===== src/rtl/fetch_unit_if.sv =====
// fetch_unit_if: memory, redirect and decode-side signals of the fetch stage
interface fetch_unit_if #(parameter int CNT_W = 3);
    logic              pc_enable;
    logic              redirect_valid;
    logic [31:0]       redirect_addr;
    logic [31:0]       inst_addr;
    logic [31:0]       instr;
    logic              out_valid;
    logic [31:0]       out_instr;
    logic [31:0]       out_pc;
    logic              out_ready;
    logic [CNT_W-1:0]  fifo_count;

    modport master (
        input  pc_enable, redirect_valid, redirect_addr, instr, out_ready,
        output inst_addr, out_valid, out_instr, out_pc, fifo_count
    );

    modport slave (
        output pc_enable, redirect_valid, redirect_addr, instr, out_ready,
        input  inst_addr, out_valid, out_instr, out_pc, fifo_count
    );
endinterface


===== src/rtl/fetch_unit.sv =====
// fetch_unit: owns the PC, fetches from Memory and buffers {pc, instr} pairs for decode
module fetch_unit #(
    parameter logic [31:0] RESET_PC = 32'h0000_0000,
    parameter int          DEPTH    = 2,
    parameter int          CNT_W    = 3
) (
    input logic          clk,
    input logic          pc_reset_n,
    fetch_unit_if.master bus
);
    localparam int PW = $clog2(DEPTH);

    typedef enum logic [1:0] {FETCH, STALL, IDLE, FLUSH} mode_t;

    mode_t            mode;
    logic [31:0]      pc;
    logic [31:0]      pcs [DEPTH];
    logic [31:0]      instrs [DEPTH];
    logic [PW-1:0]    rd_ptr, wr_ptr;
    logic [CNT_W-1:0] count;
    logic             full, pop, push;

    assign bus.inst_addr  = pc;
    assign bus.out_valid  = count != '0;
    assign bus.out_instr  = instrs[rd_ptr];
    assign bus.out_pc     = pcs[rd_ptr];
    assign bus.fifo_count = count;

    // Mode is decided fresh every cycle; only FETCH pushes and advances the PC
    always_comb begin
        pop  = bus.out_valid && bus.out_ready;
        full = count == CNT_W'(DEPTH);
        mode = bus.redirect_valid ? FLUSH :
               !bus.pc_enable     ? IDLE  :
               (full && !pop)     ? STALL : FETCH;
        push = mode == FETCH;
    end

    always_ff @(posedge clk) begin
        if (!pc_reset_n) begin
            pc     <= RESET_PC;
            rd_ptr <= '0;
            wr_ptr <= '0;
            count  <= '0;
            for (int i = 0; i < DEPTH; i++) begin
                pcs[i]    <= '0;
                instrs[i] <= '0;
            end
        end else if (mode == FLUSH) begin
            pc     <= {bus.redirect_addr[31:2], 2'b00};
            rd_ptr <= '0;
            wr_ptr <= '0;
            count  <= '0;
        end else begin
            if (push) begin
                pcs[wr_ptr]    <= pc;
                instrs[wr_ptr] <= bus.instr;
                wr_ptr         <= wr_ptr + 1'b1;
                pc             <= pc + 32'd4;
            end
            if (pop)
                rd_ptr <= rd_ptr + 1'b1;
            count <= count + CNT_W'(push) - CNT_W'(pop);
        end
    end
endmodule


===== src/flat_wrapper.sv =====
// flat-port wrapper written by rule: the top's interface ports become plain ports
module fetch_unit_flat 
#(
    parameter logic [31:0] RESET_PC = 32'h0000_0000,
    parameter int          DEPTH    = 2,
    parameter int          CNT_W    = 3
)
  (clk, pc_reset_n, bus_pc_enable, bus_redirect_valid, bus_redirect_addr, bus_instr, bus_out_ready, bus_inst_addr, bus_out_valid, bus_out_instr, bus_out_pc, bus_fifo_count);
  fetch_unit_if #(.CNT_W(CNT_W)) bus_i ();
  input logic clk;
  input logic pc_reset_n;
  input wire logic [$bits(bus_i.pc_enable)-1:0] bus_pc_enable;
  input wire logic [$bits(bus_i.redirect_valid)-1:0] bus_redirect_valid;
  input wire logic [$bits(bus_i.redirect_addr)-1:0] bus_redirect_addr;
  input wire logic [$bits(bus_i.instr)-1:0] bus_instr;
  input wire logic [$bits(bus_i.out_ready)-1:0] bus_out_ready;
  output wire logic [$bits(bus_i.inst_addr)-1:0] bus_inst_addr;
  output wire logic [$bits(bus_i.out_valid)-1:0] bus_out_valid;
  output wire logic [$bits(bus_i.out_instr)-1:0] bus_out_instr;
  output wire logic [$bits(bus_i.out_pc)-1:0] bus_out_pc;
  output wire logic [$bits(bus_i.fifo_count)-1:0] bus_fifo_count;
  assign bus_i.pc_enable = bus_pc_enable;
  assign bus_i.redirect_valid = bus_redirect_valid;
  assign bus_i.redirect_addr = bus_redirect_addr;
  assign bus_i.instr = bus_instr;
  assign bus_i.out_ready = bus_out_ready;
  assign bus_inst_addr = bus_i.inst_addr;
  assign bus_out_valid = bus_i.out_valid;
  assign bus_out_instr = bus_i.out_instr;
  assign bus_out_pc = bus_i.out_pc;
  assign bus_fifo_count = bus_i.fifo_count;
  fetch_unit #(.RESET_PC(RESET_PC), .DEPTH(DEPTH), .CNT_W(CNT_W)) u_core (.clk(clk), .pc_reset_n(pc_reset_n), .bus(bus_i));
endmodule

===== config.mk =====
export PLATFORM = sky130hd
export DESIGN_NAME = fetch_unit_flat
export DESIGN_NICKNAME = d
export VERILOG_FILES = /design/src/rtl/fetch_unit_if.sv /design/src/rtl/fetch_unit.sv /design/src/flat_wrapper.sv
export SDC_FILE = /design/constraint.sdc
export NUM_CORES = 1
export LEC_CHECK = 0
export CAP_MARGIN = 10
export CORE_ASPECT_RATIO = 1.25
export CORE_UTILIZATION = 40
export CTS_CLUSTER_SIZE = 16
export DETAILED_ROUTE_END_ITERATION = 12
export PLACE_DENSITY_LB_ADDON = 0.05
export RECOVER_POWER = 100
export SLEW_MARGIN = 10
export SYNTH_ARGS = -nofsm -noshare
export SYNTH_HDL_FRONTEND = slang
export SYNTH_SLANG_ARGS = --single-unit

===== constraint.sdc =====
create_clock -name clk -period 6.7 [get_ports clk]
set_input_delay 1.34 -clock clk [delete_from_list [all_inputs] [get_ports clk]]
set_output_delay 1.34 -clock clk [all_outputs]
set_load 0.01 [all_outputs]

==> flow_summary.json <==
{
  "post_cts_buffers": 0,
  "hpwlAfterDp_um": 11740,
  "synthFlopType": "edfxtp_1",
  "track_usage_pct": 19.25,
  "filler_cell_count": 1675,
  "cts_resized": 0,
  "hold_violations": 0,
  "numCtsBuffers": 17,
  "core_mm2": 0.01892,
  "setup_viol": 0,
  "synth_seq_area_share_pct": 57.07,
  "synth_area_leader_cell": "edfxtp_1",
  "ant_nets": 0,
  "antenna_found_initial": 0,
  "crit_required_ps": 5360,
  "path_max_fanout": 62,
  "place_ws_ps": 2055,
  "diodes": 0,
  "max_freq_ghz": 0.1921,
  "vias_per_cell": 5.408,
  "synth_area_per_cell_um2": 11.98,
  "worst_slack_ps": 1494,
  "layout_min_cycle_time_ps": 5206,
  "dieArea_mm2": 0.02003,
  "fin_crit_sh_pct": 77.70,
  "relSlewSlack_pct": -92.59,
  "worst_slew_pin_slew_ps": 2889,
  "grt_pass1_vias": 5543,
  "clock-skew-final_ps": 9.658,
  "arrival_ps": 3870,
  "cp-end-kind": "output pin",
  "cts.sinks": 160,
  "synthCells": 650,
  "pwr_density_cell_mw_per_mm2": 246.2,
  "min_path_type": "flip-flop to flip-flop",
  "cts_max_level": 4,
  "slowest_stage": "dfxtp_1",
  "cap_violations": 5,
  "finalWirelength_um": 18620,
  "fin_nets": 857,
  "rsz0062_at_grt": "false",
  "holdBufCountCts": 0,
  "synth_seq_cells": 160,
  "cts_buffer_depth": 2,
  "grt_overflow": 0,
  "synthArstFlopShare_pct": 0,
  "fp-row-count": 56,
  "ys_warn_count": 0,
  "synth-edff-count": 124,
  "critical_path_class": "flip-flop to output pin",
  "synth_top_area_share_pct": 47.81,
  "ys_types": 67,
  "violations": "capacitance limit, slew limit",
  "num_vias": 5554,
  "p_leak_nw": 3.719,
  "cts_tree": "yes",
  "start_util_pct": 41.16,
  "final_max_slew_viol_count": 256,
  "num_io_pins": 169,
  "port_buffers": 162,
  "setup_tns_ps": 0,
  "cts.clk_slew.worst_paths_ps": 70,
  "wl_per_cell_um": 18.13,
  "critPathTopFamily": "flip-flops",
  "path_buf_inv": 1,
  "die_h_um": 158,
  "synth.cell_area_mm2": 0.007787,
  "yosys-top-cells-area": "edfxtp_1, and2_1, dfxtp_1, mux2_2, clkbuf_1",
  "final_layout_size_suffix_gt1_share_pct": 13.71,
  "cts_root_buf": "clkbuf_16",
  "syn2layout_area_growth_pct": 28.62,
  "gp_congestion": 0.8064,
  "drcViolationCount": 0,
  "cp-start-kind": "flip-flop",
  "dieWidth_um": 126.8,
  "drtIter0Drc": 379,
  "drt-pass1-iter-count": 5,
  "path_cells": "mux2_2, dlygate4sd3_1",
  "grt_first_pass_wirelength_um": 29440,
  "slowest_delay_ps": 2280,
  "clock_latency_ps": 420,
  "ir_worst_vdd_mv": 0.1533,
  "p_total_mw": 2.466,
  "grt_max_degree": 63,
  "status": "finished, violations left"
}
## kinds of logic after synthesis
logic type      share of synthesized area, %
simple gates                           18.73
fa+ha+maj                              1.060
compound gates                         9.094
buf+inv                                4.322
mux                                    9.222
xor+xnor                              0.4498
flops                                  57.07
other cells                          0.04815
## cell type report
type                       instances  area (µm²)  share of cell area (%)
clock inverter                    15       136.4                   1.362
inverter                          11       41.29                  0.4122
multi-input combinational        424        3029                   30.24
sequential                       160        4444                   44.37
timing repair buffer             168        1649                   16.46
clock buffer                      17       425.4                   4.247
tap                              232       290.3                   2.898
## worst paths after layout
path,from,endpoint,slack (ps),cells after the start
max,flip-flop,bus_out_pc[18],1490,2
min,u_core.rd_ptr$_SDFFE_PP0P_,flip-flop,510,2
max reg2reg,u_core.bus.fifo_count[1]$_SDFF_PP0_,u_core.pcs[0][7]$_SDFFCE_PN0P_,2880,8
min reg2reg,u_core.rd_ptr$_SDFFE_PP0P_,flip-flop,510,2
## worst min-delay path, cell delays in order, from the launching register on
cell and delay (ps):
dfxtp_1 320, xnor2_1 80, nor2_1 70
## where the power goes
part	internal, mW	leakage (nW)	switching (mW)
logic	0.199	1.88	0.158
clock network	0.515	0.257	0.408
registers	1.12	1.58	0.0619
total	1.84	3.72	0.628
## cells in the mapped netlist, types with 3 or more instances
cell type	count
nor2_1	29
nand3_1	16
a311oi_1	4
inv_1	10
nand2_1	23
a211oi_1	5
and3_1	5
o2111ai_1	4
nor3_1	8
edfxtp_1	124
clkbuf_1	32
buf_2	11
and2_1	125
a41oi_1	4
nand4_1	9
buf_6	4
dfxtp_1	36
ha_1	5
and4_1	9
nor4_1	3
a22oi_1	6
and2_2	3
o221a_2	4
buf_1	3
a31oi_1	4
xnor2_1	4
o211ai_1	4
o22ai_1	3
a21oi_1	17
nand2b_1	5
o21ai_0	18
mux2_2	62
buf_4	6
## sequential cells by signal (all words and copies together) (netlist names), named ones only
register,count
u_core.bus.fifo_count,3
u_core.bus.inst_addr,30
u_core.instrs,64
u_core.pcs,60
u_core.rd_ptr,1
u_core.wr_ptr,1
## metrics by stage
step	utilization (%)	hold slack [ps]	cell area (µm²)	cells
final	52.94	511.2	10020	1027
after global routing	52.94	551.2	10020	1027
after CTS	53.14	514.8	10050	1027
after detailed placement	50.17	496.5	9492	995
after global placement	50.17	493.7	9492	995
after floorplan	-	481.1	7799	653
## per-layer routing
metal	track usage (%)	routed length, µm	vias up
met5	0	0	-
met4	6.859	310	0
met3	4.461	889	20
met2	34.09	9635	185
met1	22.82	7785	2703
li1	-	-	2646
## cells in the final DEF, fill, tap and decap left out, types with 3 or more instances in the layout
cell type        netlist  layout
xnor2_1                4       4
a311oi_1               4       4
conb_1                 1       4
o21ai_0               18      17
nand3_1               16      16
o22ai_1                3       3
o2111ai_1              4       4
and2_2                 3       3
a211oi_1               5       5
clkinvlp_4             0       6
clkinv_1               1       3
and4_1                 9       9
and3_1                 5       5
mux2_2                62      61
clkbuf_16              0      17
nand2b_1               5       5
a22oi_1                6       6
nor4_1                 3       3
a41oi_1                4       4
o221a_2                4       4
dfxtp_1               36      36
and2_1               125      65
and2_0                 0      60
nor3_1                 8       8
ha_1                   5       5
o211ai_1               4       4
nand2_1               23      23
a31oi_1                4       4
inv_1                 10      10
clkbuf_1              32       4
a21oi_1               17      17
dlygate4sd3_1          0      92
nand4_1                9       9
clkdlybuf4s50_1        0      70
nor2_1                29      29
edfxtp_1             124     124
No activity file was read; power rests on OpenSTA's default activity.
==> RTL change, RTL diff (same flow settings) <==
`CNT_W` is set to 3 in 3 places; all go to 6.
--- a/src/rtl/fetch_unit_if.sv
+++ b/src/rtl/fetch_unit_if.sv
@@ -1,4 +1,4 @@
 // fetch_unit_if: memory, redirect and decode-side signals of the fetch stage
-interface fetch_unit_if #(parameter int CNT_W = 3);
+interface fetch_unit_if #(parameter int CNT_W = 6);
     logic              pc_enable;
     logic              redirect_valid;
--- a/src/rtl/fetch_unit.sv
+++ b/src/rtl/fetch_unit.sv
@@ -3,5 +3,5 @@
     parameter logic [31:0] RESET_PC = 32'h0000_0000,
     parameter int          DEPTH    = 2,
-    parameter int          CNT_W    = 3
+    parameter int          CNT_W    = 6
 ) (
     input logic          clk,
--- a/src/flat_wrapper.sv
+++ b/src/flat_wrapper.sv
@@ -4,5 +4,5 @@
     parameter logic [31:0] RESET_PC = 32'h0000_0000,
     parameter int          DEPTH    = 2,
-    parameter int          CNT_W    = 3
+    parameter int          CNT_W    = 6
 )
   (clk, pc_reset_n, bus_pc_enable, bus_redirect_valid, bus_redirect_addr, bus_instr, bus_out_ready, bus_inst_addr, bus_out_valid, bus_out_instr, bus_out_pc, bus_fifo_count);
Ports: changed (resized bus_fifo_count); port bits go from 169 to 172. The function was not compared with the original's and may differ.
==> RTL change against the unedited design <==
The flow still finishes with violations (max-capacitance violations, max-slew violations). Die area up 0.24%. Count of clock-buffer cells in the layout up 1. Power up 12%. Critical path depth up 5. Fmax up 7.1%. Cell area up 1.3%. Wire length up 3.6%. Area after synthesis up 0.24%. Setup slack better by 0.35 ns. Sequential cell count up 3.
==> RTL change: results (changes against the unedited design) <==
Parameter                              Value

Placed design
  Placed instance count ... 1021 (was 995)
  Cell area after placement ... 0.00965 mm² (was 0.00949 mm²)
  Last weighted congestion value of the routability-driven placer ... 0.790 (was 0.806)
  Worst slack at placement ... 2.29 ns (was 2.05 ns)
  Buffers added on ports ... 165 (was 162)

Setup path
  CP endpoint ... u_core.instrs[0][10] (was bus_out_pc[18])
  Family with the most delay on the worst path ... buffers and inverters (was flip-flops)
  Setup slack of the most critical reg-to-reg path ... 2.45 ns (was 2.88 ns)
  Critical R2R Launch ... u_core.bus.fifo_count[4] (was u_core.bus.fifo_count[1])
  Slowest-stage cell, CP ... clkbuf_2 (was dfxtp_1)
  Max stage delay on crit path ... 1.31 ns (was 2.28 ns)
  Data arrival time at the worst-slack endpoint ... 4.87 ns (was 3.87 ns)

Layout
  Non-clock buffer total of the final layout ... 170 (was 168)
  Final standard cell utilization of the core ... 53.7% (was 52.9%)
  Number of inverters outside the clock class in the layout ... 19 (was 11)
  Area taken by multi-input logic gates ... 0.00307 mm² (was 0.00303 mm²)
  Final cell count without fillers ... 1053 (was 1027)
  Total number of sequential cells ... 163 (was 160)
  Fraction of area in clock buffers and inverters ... 5.29% (was 5.61%)
  Register share of the cell area ... 44.4% (about the same)
  Signal buffers share of area ... 16.5% (about the same)

Routing
  First DRT Iteration DRCs ... 377 (was 379)
  Number of vias after detailed routing ... 5638 (was 5554)

Power and ir drop
  Peak supply drop ... 0.169 mV (was 0.153 mV)
  Internal power ... 1.97 mW (was 1.84 mW)
  Leakage power ... 3.87 nW (was 3.72 nW)

Synth
  Ranking of synthesized cells by area ... edfxtp_1, and2_1, dfxtp_1 (unchanged)
  Unique cell type count in the Yosys netlist ... 55 (was 67)
  Share of the yosys chip area belonging to registers ... 57.7% (was 57.1%)

Timing
  Transition time of the tightest slew-check pin ... 3.07 ns (was 2.89 ns)
  Number of max-slew violations in the final report ... 244 (was 256)

Outcome
  Outcome ... finished, violations left (unchanged)
  Violated checks ... max-capacitance violations, max-slew violations (unchanged)

Global routing
  Vias in the first global route ... 5851 (was 5543)
  Global-route wire length before repair ... 30.2 mm (was 29.4 mm)

Run
  Max_cap viols ... 4 (was 5)
RTL change: changes by cell type in the layout (fill, tap and decap cells not counted), moves of 5 or more:
cell             change
nand3_1              -7
dlygate4sd3_1        +8
a22oi_1              +7
o22ai_1              +6
nand2_1             +16
mux2i_1             +10
and4_1               -8
inv_1                +7
clkdlybuf4s50_1      -5
ha_1                 +6
RTL change: cell families after synthesis:
family,after synthesis,synth area share (%)
buf+inv,63,3.24
compound gates,92,7.87
flops,163,57.7
mux,75,10.6
simple gates,249,17.9
fa+ha+maj,12,2.02
xor+xnor,5,0.561
other cells,1,0.0480
RTL change: how the worst min path moves through the flow:
stage	start	endpoint	slack [ns]	cells after the start
floorplan	u_core.rd_ptr	flip-flop	0.48	2
global placement	u_core.rd_ptr	flip-flop	0.49	2
detailed placement	u_core.rd_ptr	flip-flop	0.50	2
CTS	u_core.rd_ptr	flip-flop	0.51	2
global route	u_core.rd_ptr	flip-flop	0.54	2
finish	u_core.rd_ptr	flip-flop	0.51	2
RTL change: metal layers:
layer	global-route usage, %	wire [µm]
met1	22.6	8100
met3	4.19	943
met5	0	0
met4	9.52	529
met2	34.9	9720
RTL change: tightest hold or removal path, cell delays in order (launching register included):
cell	delay, ns
dfxtp_1	0.32
xnor2_1	0.08
nor2_1	0.07
RTL change: power by group through the flow:
stage	sequential (mW)	combinational, mW	clock, mW
after floorplan	1.22	0.381	0
after global routing	1.26	0.669	0.949
after detailed placement	1.27	0.658	0
after global placement	1.26	0.643	0
after CTS	1.25	0.663	0.909
final	1.24	0.618	0.888
